## config.mk

```make
export PLATFORM = sky130hd
export DESIGN_NAME = czstack_flat
export DESIGN_NICKNAME = d
export VERILOG_FILES = /design/src/rtl/czstack_if.sv /design/src/rtl/czstack.sv /design/src/flat_wrapper.sv
export SDC_FILE = /design/constraint.sdc
export NUM_CORES = 1
export LEC_CHECK = 0
export ABC_CLOCK_PERIOD_IN_PS = 3610
export BUFFER_PORTS_ARGS = -buffer_cell sky130_fd_sc_hd__clkbuf_2
export CAP_MARGIN = 10
export CELL_PAD_IN_SITES_DETAIL_PLACEMENT = 1
export CELL_PAD_IN_SITES_GLOBAL_PLACEMENT = 2
export CORE_MARGIN = 2
export CORE_UTILIZATION = 42
export CTS_CLUSTER_DIAMETER = 100
export DETAILED_ROUTE_END_ITERATION = 10
export GPL_TIMING_DRIVEN = 0
export PLACE_DENSITY = 0.84
export SLEW_MARGIN = 20
export SYNTH_ARGS = -nofsm -noshare
export SYNTH_HDL_FRONTEND = slang
export SYNTH_SLANG_ARGS = --single-unit
```

## constraint.sdc

```tcl
create_clock -name CLK -period 3.61 [get_ports CLK]
set_clock_uncertainty 0.2 [all_clocks]
set_input_delay 0.5415 -clock CLK [delete_from_list [all_inputs] [get_ports CLK]]
set_output_delay 0.5415 -clock CLK [all_outputs]
set_load 0.02 [all_outputs]
```

## src/rtl/czstack_if.sv

```systemverilog
// czstack_if: sequencer <-> call/return stack bundle.
// master drives PUSH/POP/DI/CLR_ERR; slave returns TOS/DEPTH/status.
interface czstack_if #(
  parameter int PC_WIDTH    = 10,
  parameter int STACK_WIDTH = 4
);
  logic                   PUSH;
  logic                   POP;
  logic [PC_WIDTH-1:0]    DI;
  logic                   CLR_ERR;
  logic [PC_WIDTH-1:0]    TOS;
  logic [STACK_WIDTH:0]   DEPTH;
  logic                   EMPTY;
  logic                   FULL;
  logic                   OVF;
  logic                   UDF;

  modport master (
    output PUSH, POP, DI, CLR_ERR,
    input  TOS, DEPTH, EMPTY, FULL, OVF, UDF
  );

  modport slave (
    input  PUSH, POP, DI, CLR_ERR,
    output TOS, DEPTH, EMPTY, FULL, OVF, UDF
  );
endinterface

```

## src/rtl/czstack.sv

```systemverilog
// czstack: call/return stack, TOS register over circular storage.
// Ports: CLK, RST (sync, active-high), bus (czstack_if.slave).
// Build option: CZSTACK_WRAP_EN lets a push while FULL evict the oldest entry.
module czstack #(
  parameter int PC_WIDTH    = 10,
  parameter int STACK_WIDTH = 4
) (
  input  logic     CLK,
  input  logic     RST,
  czstack_if.slave bus
);
  localparam int N = 2 ** STACK_WIDTH;
  localparam logic [STACK_WIDTH:0] DMAX = (STACK_WIDTH+1)'(N);

  typedef logic [STACK_WIDTH-1:0] ptr_t;
  typedef logic [STACK_WIDTH:0]   dep_t;
  typedef logic [PC_WIDTH-1:0]    pc_t;

  pc_t  mem [N];

  // ptr_q: next free slot; top entry lives at ptr_q-1
  ptr_t ptr_q, ptr_d;
  dep_t depth_q, depth_d;
  pc_t  tos_q, tos_d;
  logic ovf_q, ovf_d;
  logic udf_q, udf_d;

  logic we;
  ptr_t waddr;
  logic empty, full;
  logic do_rep, do_push, do_ovf, do_pop;
  logic ovf_set, udf_set;

  assign empty = (depth_q == '0);
  assign full  = (depth_q == DMAX);

  assign do_rep  = bus.PUSH & bus.POP & ~empty;
  assign do_push = bus.PUSH & ~do_rep & ~full;
  assign do_ovf  = bus.PUSH & ~bus.POP & full;
  assign do_pop  = bus.POP & ~bus.PUSH & ~empty;
  assign ovf_set = do_ovf;
  // empty pop, alone or paired with a push
  assign udf_set = bus.POP & empty;

  always_comb begin
    ptr_d   = ptr_q;
    depth_d = depth_q;
    tos_d   = tos_q;
    we      = 1'b0;
    waddr   = ptr_q;
    unique case (1'b1)
      do_rep: begin
        we    = 1'b1;
        waddr = ptr_q - ptr_t'(1);
        tos_d = bus.DI;
      end
      do_push: begin
        we      = 1'b1;
        ptr_d   = ptr_q + ptr_t'(1);
        depth_d = depth_q + dep_t'(1);
        tos_d   = bus.DI;
      end
      do_ovf: begin
`ifdef CZSTACK_WRAP_EN
        // slot at ptr_q holds the oldest entry when full
        we    = 1'b1;
        ptr_d = ptr_q + ptr_t'(1);
        tos_d = bus.DI;
`endif
      end
      do_pop: begin
        ptr_d   = ptr_q - ptr_t'(1);
        depth_d = depth_q - dep_t'(1);
        tos_d   = (depth_q == dep_t'(1)) ? '0
                : mem[ptr_q - ptr_t'(2)];
      end
      default: ;
    endcase
    // set wins over clear
    ovf_d = ovf_set | (ovf_q & ~bus.CLR_ERR);
    udf_d = udf_set | (udf_q & ~bus.CLR_ERR);
  end

  always_ff @(posedge CLK) begin
    if (RST) begin
      ptr_q   <= '0;
      depth_q <= '0;
      tos_q   <= '0;
      ovf_q   <= 1'b0;
      udf_q   <= 1'b0;
    end else begin
      ptr_q   <= ptr_d;
      depth_q <= depth_d;
      tos_q   <= tos_d;
      ovf_q   <= ovf_d;
      udf_q   <= udf_d;
    end
  end

  always_ff @(posedge CLK) begin
    if (we && !RST) mem[waddr] <= bus.DI;
  end

  assign bus.TOS   = tos_q;
  assign bus.DEPTH = depth_q;
  assign bus.EMPTY = empty;
  assign bus.FULL  = full;
  assign bus.OVF   = ovf_q;
  assign bus.UDF   = udf_q;
endmodule

```

## src/flat_wrapper.sv

```systemverilog
// flat-port wrapper written by rule: the top's interface ports become plain ports
module czstack_flat 
#(
  parameter int PC_WIDTH    = 10,
  parameter int STACK_WIDTH = 4
)
  (CLK, RST, bus_PUSH, bus_POP, bus_DI, bus_CLR_ERR, bus_TOS, bus_DEPTH, bus_EMPTY, bus_FULL, bus_OVF, bus_UDF);
  czstack_if #(.PC_WIDTH(PC_WIDTH), .STACK_WIDTH(STACK_WIDTH)) bus_i ();
  input  logic CLK;
  input  logic RST;
  input wire logic [$bits(bus_i.PUSH)-1:0] bus_PUSH;
  input wire logic [$bits(bus_i.POP)-1:0] bus_POP;
  input wire logic [$bits(bus_i.DI)-1:0] bus_DI;
  input wire logic [$bits(bus_i.CLR_ERR)-1:0] bus_CLR_ERR;
  output wire logic [$bits(bus_i.TOS)-1:0] bus_TOS;
  output wire logic [$bits(bus_i.DEPTH)-1:0] bus_DEPTH;
  output wire logic [$bits(bus_i.EMPTY)-1:0] bus_EMPTY;
  output wire logic [$bits(bus_i.FULL)-1:0] bus_FULL;
  output wire logic [$bits(bus_i.OVF)-1:0] bus_OVF;
  output wire logic [$bits(bus_i.UDF)-1:0] bus_UDF;
  assign bus_i.PUSH = bus_PUSH;
  assign bus_i.POP = bus_POP;
  assign bus_i.DI = bus_DI;
  assign bus_i.CLR_ERR = bus_CLR_ERR;
  assign bus_TOS = bus_i.TOS;
  assign bus_DEPTH = bus_i.DEPTH;
  assign bus_EMPTY = bus_i.EMPTY;
  assign bus_FULL = bus_i.FULL;
  assign bus_OVF = bus_i.OVF;
  assign bus_UDF = bus_i.UDF;
  czstack #(.PC_WIDTH(PC_WIDTH), .STACK_WIDTH(STACK_WIDTH)) u_core (.CLK(CLK), .RST(RST), .bus(bus_i));
endmodule
```

# After elaboration in Yosys (flattened, before gate mapping)
# Memories as Yosys holds them, arrays and structs flattened.
# Index checks and enable logic that the tools add are counted.
[totals]
ram_bits = 160
regBits = 21
n_memories = 1
in_bits = 15
[op_classes]
muxes = 8
n_bitwise = 19
n_eq_ne = 2
reduce_logical = 6
add_sub_neg = 5
[mem_list]
columns = ["memory", "depth", "width", "read_ports", "rd_clocked_by_memory_dff", "wr", "line", "source"]
rows = [
  ["u_core.mem", 16, 10, 1, 0, 1, "czstack.sv:19", "pc_t mem [N];"],
]
[ops]
columns = ["operator", "n"]
rows = [
  ["$pmux 10 s2", 1],
  ["$and 1x1->1", 11],
  ["$mux 10", 1],
  ["$pmux 5 s2", 1],
  ["$pmux 4 s2", 1],
  ["$not 1->1", 6],
  ["$add 5x1->5 const B", 1],
  ["$eq 5x1->1 const B", 1],
  ["$eq 5x5->1 const B", 1],
  ["$logic_not 5->1", 1],
  ["$sub 5x1->5 const B", 1],
  ["$add 4x1->4 const B", 1],
  ["$mux 4", 1],
  ["$reduce_bool 2->1", 2],
  ["$sub 4x1->4 const B", 1],
  ["$sub 4x2->4 const B", 1],
  ["$mux 1", 3],
  ["$or 1x1->1", 2],
  ["$reduce_or 2->1", 1],
  ["$logic_and 1x1->1", 1],
  ["$logic_not 1->1", 1],
]

# Depth between registers and ports, before layout
# Gate-level depths: netlist (run 1).
[depth]
depth_word = 11
depth_mapped = 10
mapped_depth_nobuf = 7

# Worst setup path before layout (run 1)
# Ideal clock, no wire load.
[synth_timing]
path_type = "register to register"
start = "register u_core.ptr_q[1]"
end = "memory u_core.mem[1][0] (netlist name) (enable)"
setup_time_ps = 390
path_stages_with_launch = 11
setup_slack_ps = 31
arrival_ps = 2989
period_less_slack_ps = 3579
t_required_ps = 3020
n_path_buf = 4
cell_sequence = "dfxtp_1 > buf_2 > buf_6 > inv_1 > clkbuf_1 > ha_1 > a21boi_0 > a31oi_1 > or3b_1 > buf_2 > nor3_1"
[synth_via]
elab_chain_cells = 2
[synth_rtl]
columns = ["element", "line", "source"]
rows = [
  ["from (decl)", "czstack.sv:22", "ptr_t ptr_q, ptr_d;"],
  ["from (signal assigned)", "czstack.sv:92", "ptr_q <= ptr_d;"],
  ["$sub 4x1->4", "czstack.sv:54", "waddr = ptr_q - ptr_t'(1);"],
  ["$mux 4 *", "czstack.sv:51", "unique case (1'b1)"],
  ["to (decl)", "czstack.sv:19", ""],
]
# Every way passes the cells marked *; elsewhere a longest branch is shown, timed or not.

# Worst setup path in the final report (run 1)
[layout_timing]
start = "register u_core.ptr_q[1]"
end = "memory u_core.mem[10][0] (netlist name) (enable)"
# Same word-level chain as after synthesis.

==> results.cfg, run 1 <==
[finish]
utilization_pct = 51.11
design_area_um2 = 9119
area_growth_pct = 20.01
layout.nets = 533
diodes = 0
final_common_cell = edfxtp_1
final_cell_mix = edfxtp_1, mux4_2, clkbuf_2
drive_gt1_share_pct = 37.36

[synth]
muxShareOfSynthArea_pct = 15.54
synthTopCellsByArea = edfxtp_1, mux4_2, dfxtp_1, mux2_2, ha_1
synth_edf_count = 160
yosysSeqAreaShare_pct = 68.76
synth_xor_area_share_pct = 0.3458
netlist_area_um2 = 7599
synth_compound_area_share_pct = 6.455
synth_top_area_cell = edfxtp_1
synthCells = 434
synth_seq_cells = 181
yosysWarnings = 0
synth_fa_ha_area_share_pct = 1.482
async_flop_share_pct = 0
ys_types = 51
synth_area_per_cell_um2 = 17.51
synth_nets = 458
synthSimpleGateAreaFrac_pct = 5.319
yosysTopAreaCellShare_pct = 63.23
synth_top_family_by_area = multiplexers
synth_flop_cell = edfxtp_1

[global_routing]
grt_pass1_vias = 4816
grt_usage_pct = 21.00
grt_antenna_before_repair = 0
grt_pass1_wl_mm = 29.48
grt_overflow_total = 0
grt_max_degree = 21

[place]
port-buffer-count = 31
dp_slack_ns = -0.5888
post_dp_cell_area_um2 = 8263
gp_congestion = 0.8279
hpwl_mm = 13.02

[power]
powerDensity_nw_per_um2 = 823.9
ir_drop_mv = 0.5088
seq_power_share_pct = 34.9
comb_power_share_pct = 39.4
pwr-share-clk_pct = 25.7
swShare_pct = 37.64
p_sw_uw = 2828
cellLeakagePower_uw = 0.003021
cell_internal_pwr_uw = 4685

[clocking]
clock_latency_ns = 0.44
cts_made_buffers = 17
cts_tree = done
clockRootBuffer = clkbuf_16
hold_buffers = 0
cts_sinks = 181
clockBufferDepth = 2
htree_levels = 4
clk_pin_slew_ns = 0.07

[route]
wl_mm = 19.79
wl_per_cell_um = 26.35
dr.pass1.iters = 7
drc = 0
antenna_left = 0
post_drt_via_cell_ratio = 5.972
initialDrtViolationCount = 396
vias = 4485

[sta]
timing.final.ws_setup_ns = 0.05392
tightestPinTransition_ns = 1.032
layout_min_cycle_time_ns = 3.556
setup_violations = 0
drv_slew = 0
min_period_over_period_pct = 98.51
relSlewSlack_pct = 30.21
finalHoldViolations = 0
fmax_ghz = 0.2812
grt_setup_unrepaired = yes

[critical_path]
r2r_start = u_core.ptr_q[1]
cp.arrival_ns = 3.49
crit_required_ns = 3.55
crit_type = reg2reg
r2r_cells = 10
cp-start-kind = register
reg2reg_to = u_core.mem[10][0]
cp-startpoint = u_core.ptr_q[1]
reg2reg_setup_slack_ns = 0.05
endpoint_kind = register
endpoint = u_core.mem[10][0]
path_max_fanout = 12

[floorplan]
io_pins = 34
core_um2 = 17840
placementRows = 49
floorplan.initialDensity_pct = 42.59
die_w_um = 138.5
dieArea_um2 = 19180
die_h_um = 138.5

[run]
max-cap-violations = 0

[run_status]
status = complete, no violations

[worst_hold_path]
hp-class = in2reg
[power groups by stage]
stage | clock (µW) | combinational (µW) | sequential, µW
2_1_floorplan | 0 | 1780 | 2700
3_3_place_gp | 0 | 2540 | 2640
3_5_place_dp | 0 | 2710 | 2660
4_1_cts | 1950 | 2840 | 2610
5_1_grt | 2030 | 3140 | 2640
6_report | 1930 | 2960 | 2620
[area by class of cell]
| cell class | count | area, µm² |
|---|---|---|
| Fill cell | 1680 | 8722 |
| Clock inverter | 15 | 202.7 |
| Tap cell | 229 | 286.5 |
| Timing Repair Buffer | 56 | 369.1 |
| Multi-Input combinational cell | 218 | 2434 |
| Inverter | 9 | 37.54 |
| Buffer | 26 | 138.9 |
| Clock buffer | 17 | 425.4 |
| Sequential cell | 181 | 5225 |
[state kept, by name, summed over array words and instances (netlist names)]
signal            cells
u_core.bus.TOS       10
u_core.bus.DEPTH      5
u_core.bus.OVF        1
u_core.mem          160
u_core.ptr_q          4
u_core.bus.UDF        1
[metal layers]
metal	track usage, %	routed length [µm]	part of all wire, %	vias up
met4	8.593	480	2.4	0
met2	34.13	10060	51	192
met3	4.780	1279	6.5	46
li1	-	-	-	1918
met5	0	0	0	-
met1	27.57	7975	40	2329
[repair_timing]
action                                  in CTS  in global routing
gates resized for setup                     18                 12
gates cloned                                 0                  0
buffers inserted                             5                  4
pin swaps                                    4                  2
endpoints found under the setup margin     170                 99
[worst max-delay path, stage by stage, from the launching register on]
cell and delay, ns:
dfxtp_1 0.40, buf_6 0.22, buf_6 0.20, inv_1 0.08, clkbuf_4 0.24, ha_1 0.27, a21bo_2 0.24, nor4_1 0.37
o21ai_2 0.33, nor3_2 0.42, buf_4 0.27
[cell families (layout without fill, tap and decap cells)]
logic type / Yosys count / after routing
buffers and inverters: 35 / 123
DFF: 181 / 181
AOI/OAI and AO/OA: 71 / 71
adders and majority gates: 9 / 9
and+or+nand+nor: 70 / 70
xor gates and xnor gates: 3 / 3
muxes: 65 / 65
[how the worst min path moves through the flow]
stage | start | end | slack, ns | cells past startpoint
floorplan | u_core.ptr_q[3] | u_core.ptr_q[3] | 0.31 | 2
detailed placement | u_core.bus.OVF | u_core.bus.OVF | 0.28 | 2
CTS | bus_CLR_ERR | u_core.bus.OVF | 0.20 | 3
finish | bus_CLR_ERR | u_core.bus.OVF | 0.21 | 3
global route | bus_CLR_ERR | u_core.bus.OVF | 0.25 | 3
global placement | u_core.bus.OVF | u_core.bus.OVF | 0.26 | 2
[Yosys cell counts (2+ instances only)]
cell type and n:
xnor2_1 3, a311oi_1 4, mux4_2 40, o221ai_1 2
o21ai_1 3, a221oi_1 10, or3_1 2, inv_1 7
a22oi_1 2, edfxtp_1 160, nand2b_1 3, nor2_1 11
a31oi_1 5, nand3_1 2, mux2_2 20, o21ai_0 8
mux2_1 4, o21bai_1 10, dfxtp_1 21, clkbuf_1 15
buf_2 7, nand2_1 13, nand4_1 3, a21oi_1 18
buf_6 2, nor2b_1 6, a21boi_1 2, nor3_1 20
ha_1 9
[per-stage QoR]
step	setup TNS (ns)	hold slack, ns	power (µW)	std cells
floorplan	0	0.3112	4484	434
global placement	-183.61	0.2605	5183	694
detailed placement	-57.29	0.2840	5370	710
CTS	0	0.1977	7407	747
global route	-3.034	0.2548	7816	751
finish	0	0.2145	7513	751
Power figures use the tool's default switching activity.
==> run 2: changes to the inputs <==
--- a/config.mk
+++ b/config.mk
@@ -5,13 +5,14 @@
 export SDC_FILE = /design/constraint.sdc
 export NUM_CORES = 1
 export LEC_CHECK = 0
+export ABC_AREA = 1
 export ABC_CLOCK_PERIOD_IN_PS = 3610
 export BUFFER_PORTS_ARGS = -buffer_cell sky130_fd_sc_hd__clkbuf_2
 export CAP_MARGIN = 10
 export CELL_PAD_IN_SITES_DETAIL_PLACEMENT = 1
 export CELL_PAD_IN_SITES_GLOBAL_PLACEMENT = 2
 export CORE_MARGIN = 2
-export CORE_UTILIZATION = 42
+export CORE_UTILIZATION = 36
 export CTS_CLUSTER_DIAMETER = 100
 export DETAILED_ROUTE_END_ITERATION = 10
 export GPL_TIMING_DRIVEN = 0
==> run 2 against run 1 <==
  * Die area grew 27%
  * Clock power is essentially flat
  * Register-to-register slack is essentially flat
  * Global-route usage grew 0.53 points
  * Sequential share of layout area shrank 2.7 points
  * Highest routed layer unchanged
  * Combinational power shrank 6.8%
  * Via count grew 38%
  * Area after synthesis grew 9.9%
  * Synthesized cell count grew 97%
  * Critical path type unchanged
  * Wire length grew 28%
==> results.cfg, run 2 <==
[global_routing]
grt_pass1_wl_mm = 37.99
grt_max_degree = 18
grt_pass1_vias = 6430
grt_usage_pct = 21.53
grt_antenna_before_repair = 0
grt_overflow_total = 0

[floorplan]
core_um2 = 22710
floorplan.initialDensity_pct = 36.79
die_h_um = 156.3
die_w_um = 156.3
placementRows = 55
io_pins = 34
dieArea_um2 = 24440

[finish]
largest_register_ffs = 160
design_area_um2 = 9570
layout.nets = 932
largest-register = u_core.mem
final_cell_mix = nand2_1, edfxtp_1, inv_1
drive_gt1_share_pct = 14.12
diodes = 0
area_growth_pct = 14.56
final_common_cell = nand2_1

[critical_path]
max_stage_delay_ns = 0.56
endpoint_kind = register
worst_path_most_repeated_cell = clkbuf_1
crit_slowest_cell = nor2_2
path_max_fanout = 12
crit_buf_inv = 4
crit_required_ns = 3.49
path_cells = clkbuf_1, clkinv_1, clkbuf_1, ha_1, nand2_1, xor2_1, o21ai_4, inv_2, nand3_2, nor2_2
cp.arrival_ns = 3.42
critical_path.top_delay_family = buffers and inverters
cp-start-kind = register
crit_type = reg2reg

[synth]
yosysTopAreaCellShare_pct = 57.51
synthCells = 856
yosysWarnings = 0
netlist_area_um2 = 8354
yosysSeqAreaShare_pct = 62.54
synth_area_per_cell_um2 = 9.760
synth_top_area_cell = edfxtp_1
ys_types = 33
synth_seq_cells = 181
synth_common_cells = nand2_1, edfxtp_1, inv_1
synthTopCellsByArea = edfxtp_1, nand2_1, nand3_1, inv_1, dfxtp_1
synth.most_common_cell = nand2_1
synth_edf_count = 160
synth_flop_cell = edfxtp_1
synth_nets = 880
async_flop_share_pct = 0

[route]
post_drt_via_cell_ratio = 5.119
drc = 0
dr.pass1.iters = 6
antenna_left = 0
vias = 6174
initialDrtViolationCount = 500
wl_per_cell_um = 21.03
wl_mm = 25.36

[sta]
drv_slew = 0
tightestPinTransition_ns = 0.6543
grt_setup_unrepaired = yes
layout_min_cycle_time_ns = 3.543
min_period_over_period_pct = 98.14
fmax_ghz = 0.2823
setup_violations = 0
relSlewSlack_pct = 56.33
timing.hold.ws_ns = 0.1140
finalHoldViolations = 0

[clocking]
cts_made_buffers = 17
clock_latency_ns = 0.44
clockBufferDepth = 2
cts_tree = done
clk_pin_slew_ns = 0.07
cts_sinks = 181
htree_levels = 4
clockRootBuffer = clkbuf_16
cts_setup_buffers = 0

[place]
hpwl_mm = 17.26
post_dp_cell_area_um2 = 8879
gp_congestion = 0.9308
port-buffer-count = 33

[power]
powerDensity_nw_per_um2 = 751.2
ir_drop_mv = 0.3386
cellLeakagePower_uw = 0.004053

[worst_hold_path]
hp-class = in2reg

[run_status]
status = complete, no violations

[run]
max-cap-violations = 0
-- run 2: cell types whose count changed in the layout (fill, tap and decap cells not counted), moves of 16 or more --
cell | previous run | this run
buf_4 | 19 | 3
inv_1 | 7 | 139
mux2_2 | 20 | 0
mux4_2 | 40 | 0
nand2_1 | 13 | 249
nand3_1 | 2 | 124
-- run 2: timing repair --
action,4_1_cts,5_1_grt
gates resized for setup,13,14
endpoints found under the setup margin,150,160
hold buffers,0,0
-- run 2: kinds of logic after synthesis --
kind of cell | synth area share (%)
AND/OR/NAND/NOR | 21.63
flip-flops | 62.54
AO/OA/AOI/OAI | 3.595
adder cells (fa/ha/maj) | 1.348
buffers and inverters | 9.076
XOR/XNOR | 1.812
-- run 2: routing by layer --
layer / part of all wire (%) / wire length, µm / global-route usage [%]
met5: 0 / 0 / 0
met4: 2.9 / 723 / 7.602
met3: 5.2 / 1328 / 4.431
met2: 50 / 12760 / 37.21
met1: 42 / 10550 / 26.75
-- run 2: power by group --
group | internal [µW] | switching, µW
logic | 764 | 2000
registers | 2430 | 73.0
clock network | 1040 | 887
total | 4230 | 2960
-- run 2: worst paths after layout --
check / to / start / depth (start not counted) / slack (ns)
setup reg to reg: u_core.mem[2][1] / u_core.ptr_q[1] / 10 / 0.07
setup / recovery: u_core.mem[2][1] / u_core.ptr_q[1] / 10 / 0.07
hold reg to reg: u_core.bus.OVF / u_core.bus.OVF / 2 / 0.28
hold / removal: u_core.bus.OVF / bus_CLR_ERR / 2 / 0.11
-- run 2: layout make-up --
type | instances | area [µm²]
inverters | 146 | 550.5
clock inverters | 15 | 168.9
multi-input cells | 489 | 2471
fillers | 2568 | 13140
flip-flops and latches | 181 | 5225
repair buffers | 33 | 165.2
clock buffers | 17 | 425.4
well taps | 285 | 356.6
plain buffers | 40 | 207.7
-- run 2: through the flow --
| stage | power, µW | setup TNS, ns | std cells | setup slack (ns) | util, % |
|---|---|---|---|---|---|
| final | 7189 | 0 | 1206 | 0.06721 | 42.14 |
| after global routing | 7546 | -8.802 | 1206 | -0.2010 | 42.14 |
| after CTS | 7157 | -2.894 | 1206 | -0.1557 | 41.86 |
| after detailed placement | 5233 | -18.35 | 1174 | -0.2373 | 39.10 |
| after global placement | 5181 | -10.63 | 1174 | -0.1982 | 39.09 |
| after floorplan | 4249 | 0 | 856 | 0.8215 | - |
-- run 2: worst reg2reg max path: stages, from the launching register on --
cell,delay (ns)
dfxtp_1,0.37
clkbuf_1,0.30
clkinv_1,0.30
clkbuf_1,0.36
ha_1,0.34
nand2_1,0.09
xor2_1,0.28
o21ai_4,0.12
inv_2,0.08
nand3_2,0.17
nor2_2,0.57
==> run 3: changes to the inputs <==
--- a/config.mk
+++ b/config.mk
@@ -12,11 +12,11 @@
 export CELL_PAD_IN_SITES_DETAIL_PLACEMENT = 1
 export CELL_PAD_IN_SITES_GLOBAL_PLACEMENT = 2
 export CORE_MARGIN = 2
-export CORE_UTILIZATION = 36
+export CORE_UTILIZATION = 30
 export CTS_CLUSTER_DIAMETER = 100
 export DETAILED_ROUTE_END_ITERATION = 10
 export GPL_TIMING_DRIVEN = 0
-export PLACE_DENSITY = 0.84
+export PLACE_DENSITY = 0.74
 export SLEW_MARGIN = 20
 export SYNTH_ARGS = -nofsm -noshare
 export SYNTH_HDL_FRONTEND = slang
==> run 3 against run 2 <==
  * Die area grew 19%
  * Utilization shrank 6.3 points
  * Via count is 3.5% lower
  * Critical path type unchanged
==> results.cfg, run 3 (synthesized netlist as in run 2, its figures left out) <==
[run_status]
status = complete, no violations

[route]
wl_met3_um = 882
initialDrtViolationCount = 445
wl_mm = 24.76
vias = 5957
antenna_left = 0
routed.top_layer = met4
drc = 0
dr.pass1.iters = 5
wl_per_cell_um = 18.97
post_drt_via_cell_ratio = 4.565
met2_length_mm = 12.03
m1WireLength_mm = 11.27

[global_routing]
grt_pass1_vias = 6074
grt_antenna_before_repair = 0
grt_overflow_total = 0
grt_usage_pct = 17.80
grt_pass1_wl_mm = 37.40
grt_max_degree = 18

[sta]
setup_violations = 0
drv_slew = 0
timing.hold.ws_ns = 0.1154
grt_setup_unrepaired = yes
fmax_ghz = 0.2897
setup_tns_ns = 0
min_period_over_period_pct = 95.62
relSlewSlack_pct = 53.39
tightestPinTransition_ns = 0.6992
finalHoldViolations = 0
layout_min_cycle_time_ns = 3.452

[finish]
final_common_cell = nand2_1
diodes = 0
largest_register_ffs = 160
layout.nets = 940
largest-register = u_core.mem
area_growth_pct = 18.38
final_cell_mix = nand2_1, edfxtp_1, inv_1
fin_cells = 1305
drive_gt1_share_pct = 14.78

[place]
port-buffer-count = 33
dp.cells = 1267
gp_congestion = 0.9357
hpwl_mm = 16.93

[critical_path]
cp.arrival_ns = 3.32
crit_slowest_cell = nor2_2
cp-start-kind = register
crit_required_ns = 3.48
crit_type = reg2reg
max_stage_delay_ns = 0.54
path_cells = clkbuf_1, clkinv_2, clkbuf_1, ha_1, nand2_1, nand2_1, xor2_1, o21ai_4, nand3_2, nor2_2
r2r_cells = 10
reg2reg_setup_slack_ns = 0.16
r2r_start = u_core.ptr_q[1]
endpoint_kind = register
reg2reg_to = u_core.mem[13][1]
path_max_fanout = 12

[floorplan]
die_w_um = 170.9
core_um2 = 27630
placementRows = 61
die_h_um = 170.9
io_pins = 34
floorplan.initialDensity_pct = 30.24
dieArea_um2 = 29200

[power]
seq_power_share_pct = 33.9
powerDensity_nw_per_um2 = 744.7
swShare_pct = 39.60
pwr-share-clk_pct = 27.6
cellLeakagePower_uw = 0.004131
ir_drop_mv = 0.2527
p_sw_uw = 2916
cell_internal_pwr_uw = 4448
comb_power_share_pct = 38.6

[worst_hold_path]
hold_depth = 2
hold_start = bus_CLR_ERR
hp-class = in2reg
hold-path-endpoint = u_core.bus.OVF

[clocking]
cts_made_buffers = 17
htree_levels = 4
hold_buffers = 0
cts_sinks = 181
clock_latency_ns = 0.44
cts_tree = done
clk_pin_slew_ns = 0.07
clockBufferDepth = 2
clockRootBuffer = clkbuf_16

[run]
max-cap-violations = 0
[run 3: cell count changes in the layout (fill, tap and decap cells not counted), moves of 2 or more]
cell       change
buf_12         +8
bufinv_16      +3
inv_6          -3
clkinv_2       +2
clkinv_4       -2
inv_8          -2
[run 3: layer usage]
metal	track usage, %	up-vias
met5	0	-
met4	5.674	0
met3	2.637	33
met2	30.40	104
met1	23.30	2940
li1	-	2880
[run 3: layout make-up]
cell class	count	area, µm²
buffer	40	207.7
tap	378	473.0
inverter	146	551.8
multi-input combinational	489	2476
clock inverter	13	205.2
clock buffer	17	425.4
timing repair buffer	41	325.3
sequential	181	5225
fill	3153	17740
[run 3: stage by stage]
stage          util (%)  instance area (µm²)  total power (µW)  worst slack (ns)
2_1_floorplan         -                 8354              4249            0.8215
3_3_place_gp      32.55                 8992              5251           -0.3714
3_5_place_dp      32.56                 8995              5285           -0.4298
4_1_cts           35.17                 9717              7379           -0.1019
5_1_grt           35.79                 9889              7747          -0.09179
6_report          35.79                 9889              7364            0.1581
[run 3: power groups by stage]
stage | logic (µW) | clock network, µW | registers [µW]
4_1_cts | 2820 | 2060 | 2500
3_3_place_gp | 2710 | 0 | 2540
6_report | 2840 | 2030 | 2490
5_1_grt | 3100 | 2130 | 2510
3_5_place_dp | 2740 | 0 | 2550
2_1_floorplan | 1670 | 0 | 2580
[run 3: worst max-delay path by stage]
stage | endpoint | slack [ns] | from
finish | u_core.mem[13][1] | 0.16 | u_core.ptr_q[1]
global route | u_core.mem[13][1] | -0.09 | u_core.ptr_q[1]
CTS | u_core.mem[13][8] | -0.10 | u_core.ptr_q[1]
detailed placement | u_core.mem[5][8] | -0.43 | u_core.ptr_q[1]
global placement | u_core.mem[5][9] | -0.37 | u_core.ptr_q[1]
floorplan | u_core.mem[4][0] | 0.82 | u_core.ptr_q[1]
[run 3: what timing repair did]
item / in CTS / in global routing
pin swaps: 0 / 8
cloned: 0 / 0
gates resized for setup: 25 / 4
setup endpoints to repair: 160 / 120
setup buffers: 0 / 8
[run 3: worst max-delay path: cells and delay by family, from the launching register on]
kind / cells / cell delay (ns)
xor gates and xnor gates: 1 / 0.19
AOI/OAI and AO/OA: 1 / 0.22
DFF: 1 / 0.37
buffers and inverters: 3 / 0.94
and+or+nand+nor: 4 / 0.86
adders and majority gates: 1 / 0.30
